$ cat config.mk
export PLATFORM = sky130hd
export DESIGN_NAME = adc_stream_source
export DESIGN_NICKNAME = d
export VERILOG_FILES = /design/src/rtl/adc_stream_source.sv
export SDC_FILE = /design/constraint.sdc
export NUM_CORES = 1
export LEC_CHECK = 0
export BUFFER_PORTS_ARGS = -buffer_cell sky130_fd_sc_hd__buf_4
export CAP_MARGIN = 15
export CORE_ASPECT_RATIO = 0.5
export CORE_MARGIN = 4
export CORE_UTILIZATION = 45
export CTS_BUF_LIST = sky130_fd_sc_hd__clkbuf_16
export CTS_CLUSTER_SIZE = 30
export DETAILED_ROUTE_END_ITERATION = 16
export PLACE_DENSITY_LB_ADDON = 0.2
export SYNTH_ARGS = -nofsm -noshare
export SYNTH_HDL_FRONTEND = slang
export SYNTH_SLANG_ARGS = --single-unit
$ cat constraint.sdc
create_clock -name ap_clk -period 8.01 [get_ports ap_clk]
set_input_delay 0.801 -clock ap_clk [delete_from_list [all_inputs] [get_ports ap_clk]]
set_output_delay 0.801 -clock ap_clk [all_outputs]
set_load 0.05 [all_outputs]
$ cat src/rtl/adc_stream_source.sv
// adc_stream_source: captures a programmed number of ADC samples after an arm
// request and buffers them in a first-word-fall-through FIFO. The FIFO drives
// an ap_fifo-style read side (dout / empty_n / read).
// Build option: define ADC_OFFSET_BINARY_EN to convert offset-binary samples to
// two's complement on write (MSB inversion); leave it undefined for front ends
// that already produce two's complement.
module adc_stream_source #(
  parameter int unsigned DEPTH  = 16,
  parameter int unsigned DATA_W = 10,
  parameter int unsigned CNT_W  = 16,
  localparam int unsigned AW    = $clog2(DEPTH)
) (
  input  logic              ap_clk,
  input  logic              ap_rst_n,
  input  logic [DATA_W-1:0] adc_data,
  input  logic              adc_valid,
  input  logic              arm,
  input  logic [CNT_W-1:0]  num_samples,
  output logic [DATA_W-1:0] datain_V_dout,
  output logic              datain_V_empty_n,
  input  logic              datain_V_read,
  output logic              busy,
  output logic              done,
  output logic              overflow,
  output logic [AW:0]       level
);

  typedef enum logic [1:0] {StIdle, StCapture, StDrain, StDone} state_e;

  state_e             state_q, state_d;
  logic [CNT_W-1:0]   remaining_q, remaining_d;
  logic               overflow_q, overflow_d;
  logic [AW-1:0]      wr_ptr_q, wr_ptr_d;
  logic [AW-1:0]      rd_ptr_q, rd_ptr_d;
  logic [AW:0]        level_q, level_d;
  logic [DATA_W-1:0]  mem_q [DEPTH];

  logic               full;
  logic               rd_en;
  logic               wr_en;
  logic [DATA_W-1:0]  wr_data;

  // Sample format conversion applied before the word enters storage.
`ifdef ADC_OFFSET_BINARY_EN
  assign wr_data = {~adc_data[DATA_W-1], adc_data[DATA_W-2:0]};
`else
  assign wr_data = adc_data;
`endif

  // FIFO handshake decode and pointer/occupancy next state.
  always_comb begin
    full     = (level_q == (AW+1)'(DEPTH));
    rd_en    = datain_V_read && (level_q != '0);
    // A pop in the same cycle frees the slot, so a full FIFO can still accept.
    wr_en    = (state_q == StCapture) && adc_valid && (!full || rd_en);
    wr_ptr_d = wr_en ? wr_ptr_q + AW'(1) : wr_ptr_q;
    rd_ptr_d = rd_en ? rd_ptr_q + AW'(1) : rd_ptr_q;
    level_d  = level_q;
    case ({wr_en, rd_en})
      2'b10:   level_d = level_q + (AW+1)'(1);
      2'b01:   level_d = level_q - (AW+1)'(1);
      default: level_d = level_q;
    endcase
  end

  // Capture control FSM: next state, sample countdown and sticky overflow.
  always_comb begin
    state_d     = state_q;
    remaining_d = remaining_q;
    overflow_d  = overflow_q;
    unique case (state_q)
      StIdle, StDone: begin
        if (arm) begin
          remaining_d = num_samples;
          overflow_d  = 1'b0;
          state_d     = (num_samples == '0) ? StDone : StCapture;
        end
      end
      StCapture: begin
        if (adc_valid) begin
          // Dropped samples still count toward the programmed total.
          remaining_d = remaining_q - CNT_W'(1);
          if (!wr_en) overflow_d = 1'b1;
          if (remaining_q == CNT_W'(1)) state_d = StDrain;
        end
      end
      StDrain: begin
        if (level_q == '0) state_d = StDone;
      end
      default: state_d = StIdle;
    endcase
  end

  // State, pointer and occupancy registers with synchronous reset.
  always_ff @(posedge ap_clk) begin
    if (!ap_rst_n) begin
      state_q     <= StIdle;
      remaining_q <= '0;
      overflow_q  <= 1'b0;
      wr_ptr_q    <= '0;
      rd_ptr_q    <= '0;
      level_q     <= '0;
    end else begin
      state_q     <= state_d;
      remaining_q <= remaining_d;
      overflow_q  <= overflow_d;
      wr_ptr_q    <= wr_ptr_d;
      rd_ptr_q    <= rd_ptr_d;
      level_q     <= level_d;
    end
  end

  // Sample storage; contents are deliberately left unreset.
  always_ff @(posedge ap_clk) begin
    if (ap_rst_n && wr_en) mem_q[wr_ptr_q] <= wr_data;
  end

  // Outputs decode registered state only; dout is forced to zero while empty
  // so it never exposes uninitialised storage.
  assign datain_V_empty_n = (level_q != '0);
  assign datain_V_dout    = datain_V_empty_n ? mem_q[rd_ptr_q] : '0;
  assign busy             = (state_q == StCapture) || (state_q == StDrain);
  assign done             = (state_q == StDone);
  assign overflow         = overflow_q;
  assign level            = level_q;

endmodule

; Word-level counts from Yosys, hierarchy flattened
; Memories as Yosys holds them, arrays and structs flattened. A register that Yosys moved wholly into a read port is not among the register bits.
; Cells that the tools add are included.
[totals]
ff_bits = 32
ramBits = 160
inputBits = 31
out_inout_bits = 19
word_cells = 60
memories = 1
[mem_list]
columns = name, depth, word_bits, rd, rd_ports_with_merged_regs, write_ports, line
row1 = mem_q, 16, 10, 1, 1, 1, 36  ; logic [DATA_W-1:0] mem_q [DEPTH];
[op_classes]
n_addsub = 5
n_eq_ne = 12
muxes = 19
n_reduce_logical = 17
[ops]
columns = cell, count
row1 = 2-to-1 mux 16 bit, 2
row2 = one-hot mux 16 bit (2 select lines), 1
row3 = "== test 16 x 1 -> 1 bit, second input constant", 1
row4 = zero test 16 bit, 1
row5 = "subtractor 16 x 1 -> 16 bit, second input constant", 1
row6 = 2-to-1 mux 10 bit, 1
row7 = 2-to-1 mux 2 bit, 5
row8 = one-hot mux 5 bit (2 select lines), 1
row9 = "adder 4 x 1 -> 4 bit, second input constant", 2
row10 = 2-to-1 mux 4 bit, 2
row11 = "inequality test 2 bit, second input constant", 4
row12 = AND reduction 4 bit, 2
row13 = "== test 2 bit, second input constant", 3
row14 = one-hot mux 2 bit (3 select lines), 1
row15 = "adder 5 x 1 -> 5 bit, second input constant", 1
row16 = "== test 5 bit, second input constant", 1
row17 = zero test 5 bit, 1
row18 = 2-to-1 mux 1 bit, 5
row19 = nonzero test 5 bit, 1
row20 = "subtractor 5 x 1 -> 5 bit, second input constant", 1
row21 = "== test 2 x 1 -> 1 bit, second input constant", 2
row22 = logical AND 1 bit, 4
row23 = nonzero test 2 bit, 2
row24 = AND reduction 3 bit, 1
row25 = other kinds (6), 7

; Logic depth before layout (Yosys ltp)
[depth]
word_depth = 7
ltp_mapped = 12
ltp_nobuf = 11

; Least setup slack after synthesis
; Ideal clock, no wire load.
[synth_timing]
path_type = reg2out
startpoint = register level_q[1] (netlist: level[1])
endpoint = output port datain_V_dout[8]
arrival_ns = 2.428
required_time_ns = 7.209
path_slack_ns = 4.781
path_stages_with_launch = 5
path_buffers = 0
path_cell_list = dfxtp_1 nor4_4 nand2_1 nand2_1 o22ai_1
[synth_via]
elab_chain_cells = 2
[synth_rtl]
columns = item, line
row1 = "start, declared", 35  ; logic [AW:0] level_q, level_d;
row2 = "start signal, assigned", 109  ; level_q <= level_d;
row3 = nonzero test 5 bit, 120  ; assign datain_V_empty_n = (level_q != '0);
row4 = via datain_V_empty_n, 20  ; output logic datain_V_empty_n,
row5 = 2-to-1 mux 10 bit, 121  ; assign datain_V_dout = datain_V_empty_n ? mem_q[rd_ptr_q] : '0;
row6 = "end, declared", 19  ; output logic [DATA_W-1:0] datain_V_dout,
; The timed path passes the listed nets, and every way through them passes these cells.

==> qor.txt <==
Worst-Skew Late Latency - 440 ps
Leakage Power - 3.12 nW
nets - 605
reg-to-reg startpoint - state_q[0]
post-CTS setup buffer count - 0
Crit Path Class - register to output port
met1 wire length - 8630 µm
Placed Area - 0.00887 mm²
Gate power share - 37.0%
commonest non-fill, non-tap cell in the layout - edfxtp_1
share of layout cells above drive strength 1 - 25.1%
largest net degree at the start of global routing - 41
total grt overflow - 0
# port buffers - 49
initial cell density of the core - 46.7%
Seq/Total Area, Yosys - 66.9%
core area - 0.0177 mm²
setup_tns - 0 ps
Multi-input gate area - 0.00259 mm²
main flop type after synthesis - edfxtp_1
diode count - 0
TritonCTS clock tree - yes
GRT Util Overall - 17.9%
CTS sink count - 196
# Max-Cap Violations - 0
Pint - 2.08 mW
Post-synth EDFFs - 160
commonest cells after routing, fill and taps aside - edfxtp_1 (160), buf_4 (54), mux4_2 (40), nor2_1 (37), dfxtp_1 (34)
Fillers - 1,423
crit path time final - 3390 ps
clk buf depth - 2
setup violators final - 0
switching share of power - 38.6%
hpwl dp - 11,500 µm
IO Pins - 50
worst hold path class - register to register
Post-DRT Antenna Nets - 0
Worst-path clk slew - 70 ps
CP max FO - 40
Remaining DRCs - 0
Via Count - 4,661
WL per Instance - 22.0 µm
# H-tree levels - 4
Final Skew - 14.6 ps
Synthesis Warnings - 0
Crit. End Element - output port
Storage cell area - 0.00553 mm²
vias in the first global route - 4,648
Hold Vio Cnt, Final - 0
Yosys reg bits - 196
RSZ-0062 raised after global routing - false
final wirelength - 17,700 µm
Yosys cell types - 57
num rows - 34
Worst Hold Launch - state_q[1]
Slew @ Worst Pin - 1070 ps
via density per instance - 5.78
die width - 200 µm
routed length on met3 - 1320 µm
cts repair resizes - 0
Sequential Power Share - 37.4%
highest routed layer - met4
first-pass GRT wire length - 27,900 µm
cell area after layout - 0.00949 mm²
crit path DAT - 2590 ps
die area - 0.0207 mm²
Synth async-reset ratio - 0%
f_max - 295 MHz
starting DRC count in detailed routing - 433
Avg Cell Area, Syn - 16.1 µm²
outcome - finished clean
CTS Buf Count - 17
Worst EP required - 7210 ps
Slew Viols, Final - 0
Met2 Routed Length - 7670 µm
Mapped Nets - 557
total power - 3.39 mW
Final GP Congestion - 0.787
Slew HR - 28.6%
first-pass detailed-route iteration total - 5
Psw - 1.31 mW
die height - 104 µm
area delta synth->final - 14.9%
Post-Syn Instances - 512
initial antenna violation count - 0
synthesized area - 0.00826 mm²
Worst setup SP type - register
Worst VDD drop - 0.283 mV
final cell utilization of the core - 53.6%
cts hold-fix bufs - 0
Final Cycle Share - 42.4%
PwrDens - 357 mW/mm²
clock power share - 25.6%
CTS root buffer - clkbuf_16
cell families after synthesis:
family | after synthesis | synth area share, %
simple gates | 108 | 7.15
buf+inv | 40 | 1.89
mux | 68 | 14.3
xor+xnor | 8 | 0.848
compound gates | 78 | 6.70
flops | 196 | 66.9
fa+ha+maj | 14 | 2.21
state kept, by name, indices dropped and copies added (netlist names), named ones only:
signal / cells
overflow: 1
remaining_q: 16
level: 5
mem_q: 160
rd_ptr_q: 4
state_q: 2
wr_ptr_q: 4
cell usage after synthesis (2+ instances only):
cell / number / share of area, %
a211oi_1: 5 / 0.45
a21oi_1: 16 / 0.97
a221oi_1: 2 / 0.21
a22oi_1: 10 / 0.91
a31oi_1: 2 / 0.15
buf_1: 3 / 0.14
buf_2: 5 / 0.30
clkbuf_1: 17 / 0.77
dfxtp_1: 36 / 8.7
edfxtp_1: 160 / 58
ha_1: 13 / 2.0
inv_1: 14 / 0.64
mux2i_1: 28 / 3.4
mux4_2: 40 / 11
nand2_1: 14 / 0.64
nand2b_1: 5 / 0.38
nand3_1: 7 / 0.42
nand4_1: 3 / 0.23
nor2_1: 37 / 1.7
nor2b_1: 4 / 0.30
nor3_1: 9 / 0.55
nor3b_1: 3 / 0.27
nor4_1: 10 / 0.76
nor4_4: 2 / 0.52
o211a_1: 2 / 0.24
o211ai_1: 3 / 0.27
o21a_1: 4 / 0.36
o21ai_0: 8 / 0.48
o22ai_1: 13 / 0.98
o31ai_1: 2 / 0.18
or3_1: 2 / 0.15
or4_1: 2 / 0.18
xnor2_1: 5 / 0.53
xor2_1: 3 / 0.32
cell type report:
type	instances	share of cell area (%)
Timing Repair Buffer	54	4.27
Inverter	15	0.593
Clock buffer	17	4.48
Clock inverter	15	2.03
Tap cell	234	3.08
Multi-Input combinational cell	276	27.3
Sequential cell	196	58.2
critical path, stage by stage (launching register included):
cell and delay (ps):
dfxtp_2 310, buf_4 610, mux4_2 620, mux2i_1 240
o22ai_1 140, buf_4 220
stage by stage:
step / std cells / hold slack (ps) / setup slack [ps]
CTS: 807 / 515 / 4560
floorplan: 512 / 475 / 4780
global placement: 775 / 499 / 4880
detailed placement: 775 / 505 / 4900
global route: 807 / 538 / 4430
finish: 807 / 515 / 4620
final timing paths:
path	to	slack, ps	cells past startpoint
setup reg to reg	mem_q[8][1]	4950	6
hold reg to reg	state_q[1]	520	2
hold / removal	state_q[1]	520	2
setup / recovery	datain_V_dout[7]	4620	5
routing by layer:
metal,vias up,global-route usage (%)
li1,2140,-
met1,2332,28.6
met2,180,24.8
met3,9,4.54
met4,0,3.68
met5,-,0
power by group through the flow:
stage,Combinational (mW),Clock [mW],Sequential (mW)
final,1.25,0.866,1.27
after global placement,1.25,0,1.29
after floorplan,0.934,0,1.29
after global routing,1.36,0.933,1.28
after detailed placement,1.26,0,1.29
after CTS,1.26,0.880,1.27
Note: power is estimated with default switching activity, not from simulation.
